<file path="src/rtl/cellnet_fifo.sv">
// cellnet_fifo: DEPTH-entry message buffer between two 4-phase req/ack ports.
// Ports: i_clk, i_reset (async, active-high);
//   upstream   i_addr, i_dat, i_req -> o_ack;
//   downstream o_addr, o_dat, o_req <- i_ack;
//   debug      o_count, o_full, o_empty.

`ifndef ADDRESS_SIZE
`define ADDRESS_SIZE 8
`endif
`ifndef DATA_SIZE
`define DATA_SIZE 8
`endif

module cellnet_fifo #(
   parameter int ADDRESS_SIZE = `ADDRESS_SIZE,
   parameter int DATA_SIZE    = `DATA_SIZE,
   parameter int DEPTH        = 4
) (
   input  logic                      i_clk,
   input  logic                      i_reset,
   input  logic [ADDRESS_SIZE-1:0]   i_addr,
   input  logic [DATA_SIZE-1:0]      i_dat,
   input  logic                      i_req,
   output logic                      o_ack,
   output logic [ADDRESS_SIZE-1:0]   o_addr,
   output logic [DATA_SIZE-1:0]      o_dat,
   output logic                      o_req,
   input  logic                      i_ack,
   output logic [$clog2(DEPTH):0]    o_count,
   output logic                      o_full,
   output logic                      o_empty
);

   localparam int PW = $clog2(DEPTH);
   localparam int MW = ADDRESS_SIZE + DATA_SIZE;
   localparam logic [PW:0] C_FULL = (PW+1)'(DEPTH);

   typedef enum logic {IN_IDLE, IN_ACK} in_state_t;
   typedef enum logic [1:0] {OUT_IDLE, OUT_REQ, OUT_REL} out_state_t;

   in_state_t         r_in_state, w_in_next;
   out_state_t        r_out_state, w_out_next;
   logic [MW-1:0]     r_mem [DEPTH];
   logic [PW-1:0]     r_wr_ptr, r_rd_ptr;
   logic [PW:0]       r_count, w_count_nxt;
   logic              r_full, r_empty;
   logic [ADDRESS_SIZE-1:0] r_addr;
   logic [DATA_SIZE-1:0]    r_dat;
   logic              w_wr, w_pop, w_load;

   always_comb begin
      w_in_next = r_in_state;
      w_wr      = 1'b0;
      unique case (r_in_state)
         IN_IDLE: begin
            // Full leaves i_req pending; it is taken once a slot frees.
            if (i_req && !r_full) begin
               w_wr      = 1'b1;
               w_in_next = IN_ACK;
            end
         end
         IN_ACK: begin
            if (!i_req) w_in_next = IN_IDLE;
         end
      endcase
   end

   always_comb begin
      w_out_next = r_out_state;
      w_pop      = 1'b0;
      w_load     = 1'b0;
      unique case (r_out_state)
         OUT_IDLE: begin
            if (!r_empty) begin
               w_load     = 1'b1;
               w_out_next = OUT_REQ;
            end
         end
         OUT_REQ: begin
            // The presented entry stays counted until the ack edge.
            if (i_ack) begin
               w_pop      = 1'b1;
               w_out_next = OUT_REL;
            end
         end
         OUT_REL: begin
            if (!i_ack) w_out_next = OUT_IDLE;
         end
         default: w_out_next = OUT_IDLE;
      endcase
   end

   always_comb begin
      w_count_nxt = r_count + {{PW{1'b0}}, w_wr} - {{PW{1'b0}}, w_pop};
   end

   always_ff @(posedge i_clk) begin
      if (w_wr) r_mem[r_wr_ptr] <= {i_addr, i_dat};
   end

   always_ff @(posedge i_clk or posedge i_reset) begin
      if (i_reset) begin
         r_in_state  <= IN_IDLE;
         r_out_state <= OUT_IDLE;
         r_wr_ptr    <= '0;
         r_rd_ptr    <= '0;
         r_count     <= '0;
         r_full      <= 1'b0;
         r_empty     <= 1'b1;
         r_addr      <= '0;
         r_dat       <= '0;
      end else begin
         r_in_state  <= w_in_next;
         r_out_state <= w_out_next;
         if (w_wr)  r_wr_ptr <= r_wr_ptr + 1'b1;
         if (w_pop) r_rd_ptr <= r_rd_ptr + 1'b1;
         r_count <= w_count_nxt;
         r_full  <= (w_count_nxt == C_FULL);
         r_empty <= (w_count_nxt == '0);
         if (w_load) {r_addr, r_dat} <= r_mem[r_rd_ptr];
      end
   end

   // Handshake outputs are pure state decodes, so reset clears them at once.
   assign o_ack   = (r_in_state == IN_ACK);
   assign o_req   = (r_out_state == OUT_REQ);
   assign o_addr  = r_addr;
   assign o_dat   = r_dat;
   assign o_count = r_count;
   assign o_full  = r_full;
   assign o_empty = r_empty;

endmodule

</file>
<file path="config.mk">
export PLATFORM = sky130hd
export DESIGN_NAME = cellnet_fifo
export DESIGN_NICKNAME = d
export VERILOG_FILES = /design/src/rtl/cellnet_fifo.sv
export SDC_FILE = /design/constraint.sdc
export NUM_CORES = 1
export LEC_CHECK = 0
export BUFFER_PORTS_ARGS = -buffer_cell sky130_fd_sc_hd__buf_2
export CORE_UTILIZATION = 50
export DETAILED_ROUTE_END_ITERATION = 8
export GPL_ROUTABILITY_DRIVEN = 0
export PLACE_DENSITY_LB_ADDON = 0.25
export REMOVE_ABC_BUFFERS = 1
export SLEW_MARGIN = 20
export SYNTH_ARGS = -nofsm -noshare
export SYNTH_HDL_FRONTEND = slang
export SYNTH_SLANG_ARGS = --single-unit
</file>
<file path="constraint.sdc">
create_clock -name i_clk -period 3.3 [get_ports i_clk]
set_clock_uncertainty 0.1 [all_clocks]
set_input_delay 0 -clock i_clk [delete_from_list [all_inputs] [get_ports i_clk]]
set_output_delay 0 -clock i_clk [all_outputs]
set_load 0.005 [all_outputs]
</file>
==> metrics.txt, run 1 <==
Slew headroom=37.4%; fmax=386 MHz; RSZ-0062 raised after global routing=no; cell internal pwr=2.52 mW; CP Launch Type=flip-flop; WL met2=3100 microns; post-place instance area=0.00388 sq mm; Worst Path Required=3460 ps; Final min period=2590 ps; WHS=167 ps; Max FO, Critical Path=7; vias per inst=5.09; Clk Latency, worst-skew pair=350 ps; #FFs+latches synth=92; first-pass GRT wire length=9330 microns; grt ovf=0; CTS tree=yes; Pwr Density=827 mW/mm^2; layout cells sized above 1=36.3%; area grow syn2layout=19.3%; Combinational Power Share=30.3%; largest net degree at the start of global routing=29; Period Utilization, post-route=78.5%; Total GRT Usage=17.9%; DRC Markers=0; Crit. Startpoint=o_full$_DFF_PP0_; number of diodes=0; r2r startpoint=o_full$_DFF_PP0_; number of cells on the critical path=10; Synth top area share=53.8%; WP buf/inv=4; core box area=0.00683 sq mm; Synth async-reset ratio=30.4%; Routed WL per cell=17.8 microns; crit path kind=reg2reg; setup violators final=0; port bufs=42; drt total wl=5970 microns; largest area contributor in the synthesized netlist=edfxtp_1; Reg2Reg Depth=10; total CTS buffers=9; leakage dissipation=1.65 nW; Syn. warnings=0; Post-CTS Setup Repair Bufs=0; type of the tightest min-delay check=in2async; Max clock buf depth=2; Filler cells=507; Flop pwr share=48.8%; DIE AREA=0.00749 sq mm; P_sw=1.01 mW; peak supply drop=0.000326 V; io pins=43; CTS sink cnt=92; most instantiated cells after synthesis=edfxtp_1, dfrtp_1, inv_1, mux2_2; Pre-Repair DR Iteration Count=4; Top FF cell, synth=edfxtp_1; Detail Route Antenna Nets=0; Post-synth EDFFs=64; final hold viol count=0; Critical Path Sink Type=flip-flop; Final Instance Area=0.00426 sq mm; count leader, synth=edfxtp_1; Initial Util=52.3%; Setup Total Neg Slack=0 ps; htree depth=3; Seq/Total Area, Yosys=73.4%; main area contributors after synthesis=edfxtp_1, dfrtp_1, mux4_1; MaxCap Viol Count=0; Final Slew Violations=0; Die H=86.6 microns; vias in the first global route=1818; syn avg cell area=21.7 sq um; Die Wd=86.6 microns; Post-Syn Area=0.00357 sq mm; Worst-Margin Slew=940 ps; CP arrival=2750 ps; Metal-1 WL=2550 microns; clock power share=20.9%; register area=0.00262 sq mm; Worst path max stage delay=420 ps; Multi-input gate area=870 sq um; Sw Share=28.6%; dpl hpwl=3590 microns; top layer in use=met4; metal3 WL=214 microns; count of different cell masters after synthesis=28; via count=1710; initial antenna violation count=0; Layout Nets=262; outcome=finished clean; site row count=30; critical path's most frequent cell=inv_1; CTS Root Cell=clkbuf_8; Synth Instances=165; CP max stage cell=xor3_1; cell family with most CP delay=adder cells; Reg clk slew, reported paths=100 ps; CP cell instances=nor3b_1 -> buf_4 -> inv_1 -> ha_1 -> inv_1 -> ha_1 -> inv_1 -> fa_1 -> xor3_1 -> nor3b_1; DR iter-0 viols=78
-- per-layer routing --
| metal | global-route usage, % | vias up |
|---|---|---|
| met4 | 7.88 | 0 |
| met5 | 0 | - |
| li1 | - | 784 |
| met1 | 21.8 | 884 |
| met3 | 4.29 | 9 |
| met2 | 30.7 | 33 |
-- metrics by stage --
stage	util (%)	std cells	worst slack [ps]	total power, mW
floorplan	-	160	748	2.44
global placement	56.8	301	930	2.75
detailed placement	56.8	301	746	2.82
finish	62.4	336	709	3.53
CTS	62.4	336	721	3.56
global route	62.4	336	541	3.73
-- cells by family after synthesis --
| family | synth area share [%] |
|---|---|
| buffers and inverters | 2.27 |
| adders and majority gates | 2.66 |
| DFF | 73.4 |
| xor gates and xnor gates | 1.65 |
| muxes | 17.1 |
| and+or+nand+nor | 2.48 |
| AOI/OAI and AO/OA | 0.420 |
-- path summary, 6_finish.rpt --
kind,to,slack (ps)
max,o_full$_DFF_PP0_,710
max in group asynchronous,o_dat[0]$_DFFE_PP0P_,2490
min reg2reg,o_dat[7]$_DFFE_PP0P_,410
min in group i_clk,r_mem[1][2]$_DFFE_PP_,290
max reg2reg,o_full$_DFF_PP0_,710
min,o_addr[7]$_DFFE_PP0P_,170
-- placed cells by master (no fill, tap or decap), drive strengths merged, types with 2 or more instances in the layout --
cell type / instances
nor3: 2
xnor2: 3
ha: 6
edfxtp: 64
mux2: 17
nor3b: 2
buf: 45
dlygate4sd3: 19
mux4: 16
and2: 4
dfrtp: 27
clkinvlp: 3
inv: 10
clkbuf: 11
-- cell type report --
cell class	instances	area share [%]
flip-flops and latches	92	61.5
multi-input cells	59	20.4
repair buffers	64	9.92
clock buffers	11	3.08
well taps	96	2.82
clock inverters	5	1.44
inverters	9	0.792
-- power by group through the flow --
stage          registers [mW]  logic (mW)  clock network [mW]
2_1_floorplan            1.72       0.715                   0
6_report                 1.72        1.07               0.737
3_5_place_dp             1.75        1.07                   0
4_1_cts                  1.73        1.09               0.749
3_3_place_gp             1.73        1.02                   0
5_1_grt                  1.76        1.17               0.793
-- timing repair --
action	CTS	global route
resized for setup	0	0
hold endpoints to repair	96	0
hold buffers	19	0
-- tightest hold or removal path, cell delays in order --
cell,delay [ps]
dlygate4sd3_1,530
buf_2,120
inv_2,470
-- state kept, by name, indices dropped and copies added (netlist names) --
signal       count
o_ack            1
o_addr           8
o_count          3
o_dat            8
o_empty          1
o_full           1
r_mem           64
r_out_state      2
r_rd_ptr         2
r_wr_ptr         2
No activity file was read; power rests on OpenSTA's default activity.
==> inputs of run 2 (changes only) <==
==> constraint.sdc (replaced) <==
create_clock -name i_clk -period 2.5 [get_ports i_clk]
set_clock_uncertainty 0.1 [all_clocks]
set_input_delay 0 -clock i_clk [delete_from_list [all_inputs] [get_ports i_clk]]
set_output_delay 0 -clock i_clk [all_outputs]
set_load 0.005 [all_outputs]
==> metrics.txt, run 2 (synthesized netlist as in run 1, its figures left out) <==
outcome=finished clean (unchanged); Non-Filler Instances=343 (was 336); largest net degree at the start of global routing=29 (unchanged); Period Utilization, post-route=89.1% (was 78.5%); Flop pwr share=47.2% (was 48.8%); CTS tree=yes (unchanged); type of the tightest min-delay check=in2async (unchanged); P_sw=1.33 mW (was 1.01 mW); Clk Latency, worst-skew pair=340 ps (was 350 ps); htree depth=3 (unchanged); Worst Path Required=2670 ps (was 3460 ps); initial antenna violation count=0 (unchanged); drt total wl=6140 microns (was 5970 microns); CP Launch Type=flip-flop (unchanged); CTS sink cnt=92 (unchanged); leakage dissipation=1.70 nW (was 1.65 nW); Combinational Power Share=32.3% (was 30.3%); number of diodes=0 (unchanged); vias in the first global route=1939 (was 1818); Reg2Reg Depth=9 (was 10); Reg clk slew, reported paths=90 ps (was 100 ps); DRC Markers=0 (unchanged); MaxCap Viol Count=0 (unchanged); RSZ-0062 raised after global routing=no (unchanged); max reg flops=64 (unchanged); r2r startpoint=o_full$_DFF_PP0_ (unchanged); Sw Share=28.5% (was 28.6%); commonest non-fill, non-tap cell in the layout=edfxtp_1 (unchanged); Setup Total Neg Slack=0 ps (unchanged); io pins=43 (unchanged); first-pass GRT wire length=9560 microns (was 9330 microns); Pwr Total=4.69 mW (was 3.53 mW); Initial Util=52.3% (unchanged); Max clock buf depth=2 (unchanged); via count=1730 (was 1710); fmax=449 MHz (was 386 MHz); site row count=30 (unchanged); Die H=86.6 microns (unchanged); Final Slew Violations=0 (unchanged); Layout Nets=269 (was 262); area grow syn2layout=21.0% (was 19.3%); Detail Route Antenna Nets=0 (unchanged); Routed WL per cell=17.9 microns (was 17.8 microns); Critical Path Sink Type=flip-flop (unchanged); cell internal pwr=3.35 mW (was 2.52 mW); Filler cells=523 (was 507); vias per inst=5.04 (was 5.09); peak supply drop=0.000450 V (was 0.000326 V); layout cells sized above 1=38.5% (was 36.3%); DIE AREA=0.00749 sq mm (unchanged); Final min period=2230 ps (was 2590 ps); core box area=0.00683 sq mm (unchanged); final hold viol count=0 (unchanged); clock power share=20.6% (was 20.9%); dpl hpwl=3880 microns (was 3590 microns); placed cells=308 (was 301); Pwr Density=1080 mW/mm^2 (was 827 mW/mm^2); Slew headroom=73.1% (was 37.4%); Pre-Repair DR Iteration Count=4 (unchanged); Post-CTS Setup Repair Bufs=0 (unchanged); CP arrival=2390 ps (was 2750 ps); crit path kind=reg2reg (unchanged); Total GRT Usage=18.3% (was 17.9%); total CTS buffers=9 (unchanged); DR iter-0 viols=72 (was 78); Die Wd=86.6 microns (unchanged); r2r setup slk=270 ps (was 710 ps); setup violators final=0 (unchanged); reg2reg end=o_full$_DFF_PP0_ (unchanged); CTS Root Cell=clkbuf_8 (unchanged); Largest Register=r_mem (unchanged); most frequent cells in the layout=edfxtp_1, buf_2, dfrtp_1, dlygate4sd3_1, buf_4 (was edfxtp_1, buf_2, dfrtp_1, dlygate4sd3_1); Worst-Margin Slew=403 ps (was 940 ps); port bufs=42 (unchanged); Max FO, Critical Path=3 (was 7); grt ovf=0 (unchanged)
run 2: power groups by stage:
stage | Combinational [mW] | Clock (mW) | Sequential, mW
3_5_place_dp | 1.50 | 0 | 2.26
3_3_place_gp | 1.44 | 0 | 2.23
5_1_grt | 1.65 | 1.05 | 2.26
4_1_cts | 1.53 | 0.996 | 2.23
2_1_floorplan | 0.944 | 0 | 2.27
6_report | 1.51 | 0.964 | 2.21
run 2: metrics by stage:
| step | setup WS [ps] | area, sq um | util [%] | hold slack [ps] |
|---|---|---|---|---|
| final | 273 | 4320 | 63.3 | 171 |
| after global routing | 166 | 4320 | 63.3 | 196 |
| after CTS | 19.4 | 4320 | 63.2 | 167 |
| after detailed placement | -52.5 | 3930 | 57.6 | 5.05 |
| after global placement | 211 | 3930 | 57.6 | -6.75 |
| after floorplan | -51.9 | 3530 | - | -35.3 |
run 2: worst max path at each step:
stage,from,endpoint,slack [ps]
final,o_full$_DFF_PP0_,o_full$_DFF_PP0_,270
after global routing,o_full$_DFF_PP0_,o_full$_DFF_PP0_,170
after CTS,o_full$_DFF_PP0_,o_full$_DFF_PP0_,20
after detailed placement,o_full$_DFF_PP0_,o_full$_DFF_PP0_,-50
after global placement,o_full$_DFF_PP0_,o_full$_DFF_PP0_,210
after floorplan,o_full$_DFF_PP0_,o_full$_DFF_PP0_,-50
run 2: cell type report:
class | instances | area, sq um | area share, %
flip-flops and latches | 92 | 2620 | 60.7
multi-input cells | 59 | 880 | 20.3
repair buffers | 71 | 475 | 11.0
clock buffers | 11 | 131 | 3.04
well taps | 96 | 120 | 2.78
clock inverters | 5 | 60.1 | 1.39
inverters | 9 | 33.8 | 0.781
run 2: metal layers:
layer	part of all wire, %	vias up	global-route usage [%]
li1	-	797	-
met4	1.8	0	9.85
met1	41	883	21.1
met3	3.2	10	3.33
met5	0	-	0
met2	54	40	32.7
run 2: worst max-delay path, stage by stage (launching register included):
cell and delay, ps:
dfrtp_1 410, nor3b_2 230, inv_1 70, ha_1 280, inv_1 60, ha_1 130, inv_1 50, fa_1 380
xor3_1 250, nor3b_2 190
run 2: timing repair:
action	in CTS	in global routing
hold buffers	19	0
pin swaps	0	1
endpoints found under the setup margin	1	1
resized for setup	1	1
hold endpoints to repair	97	0
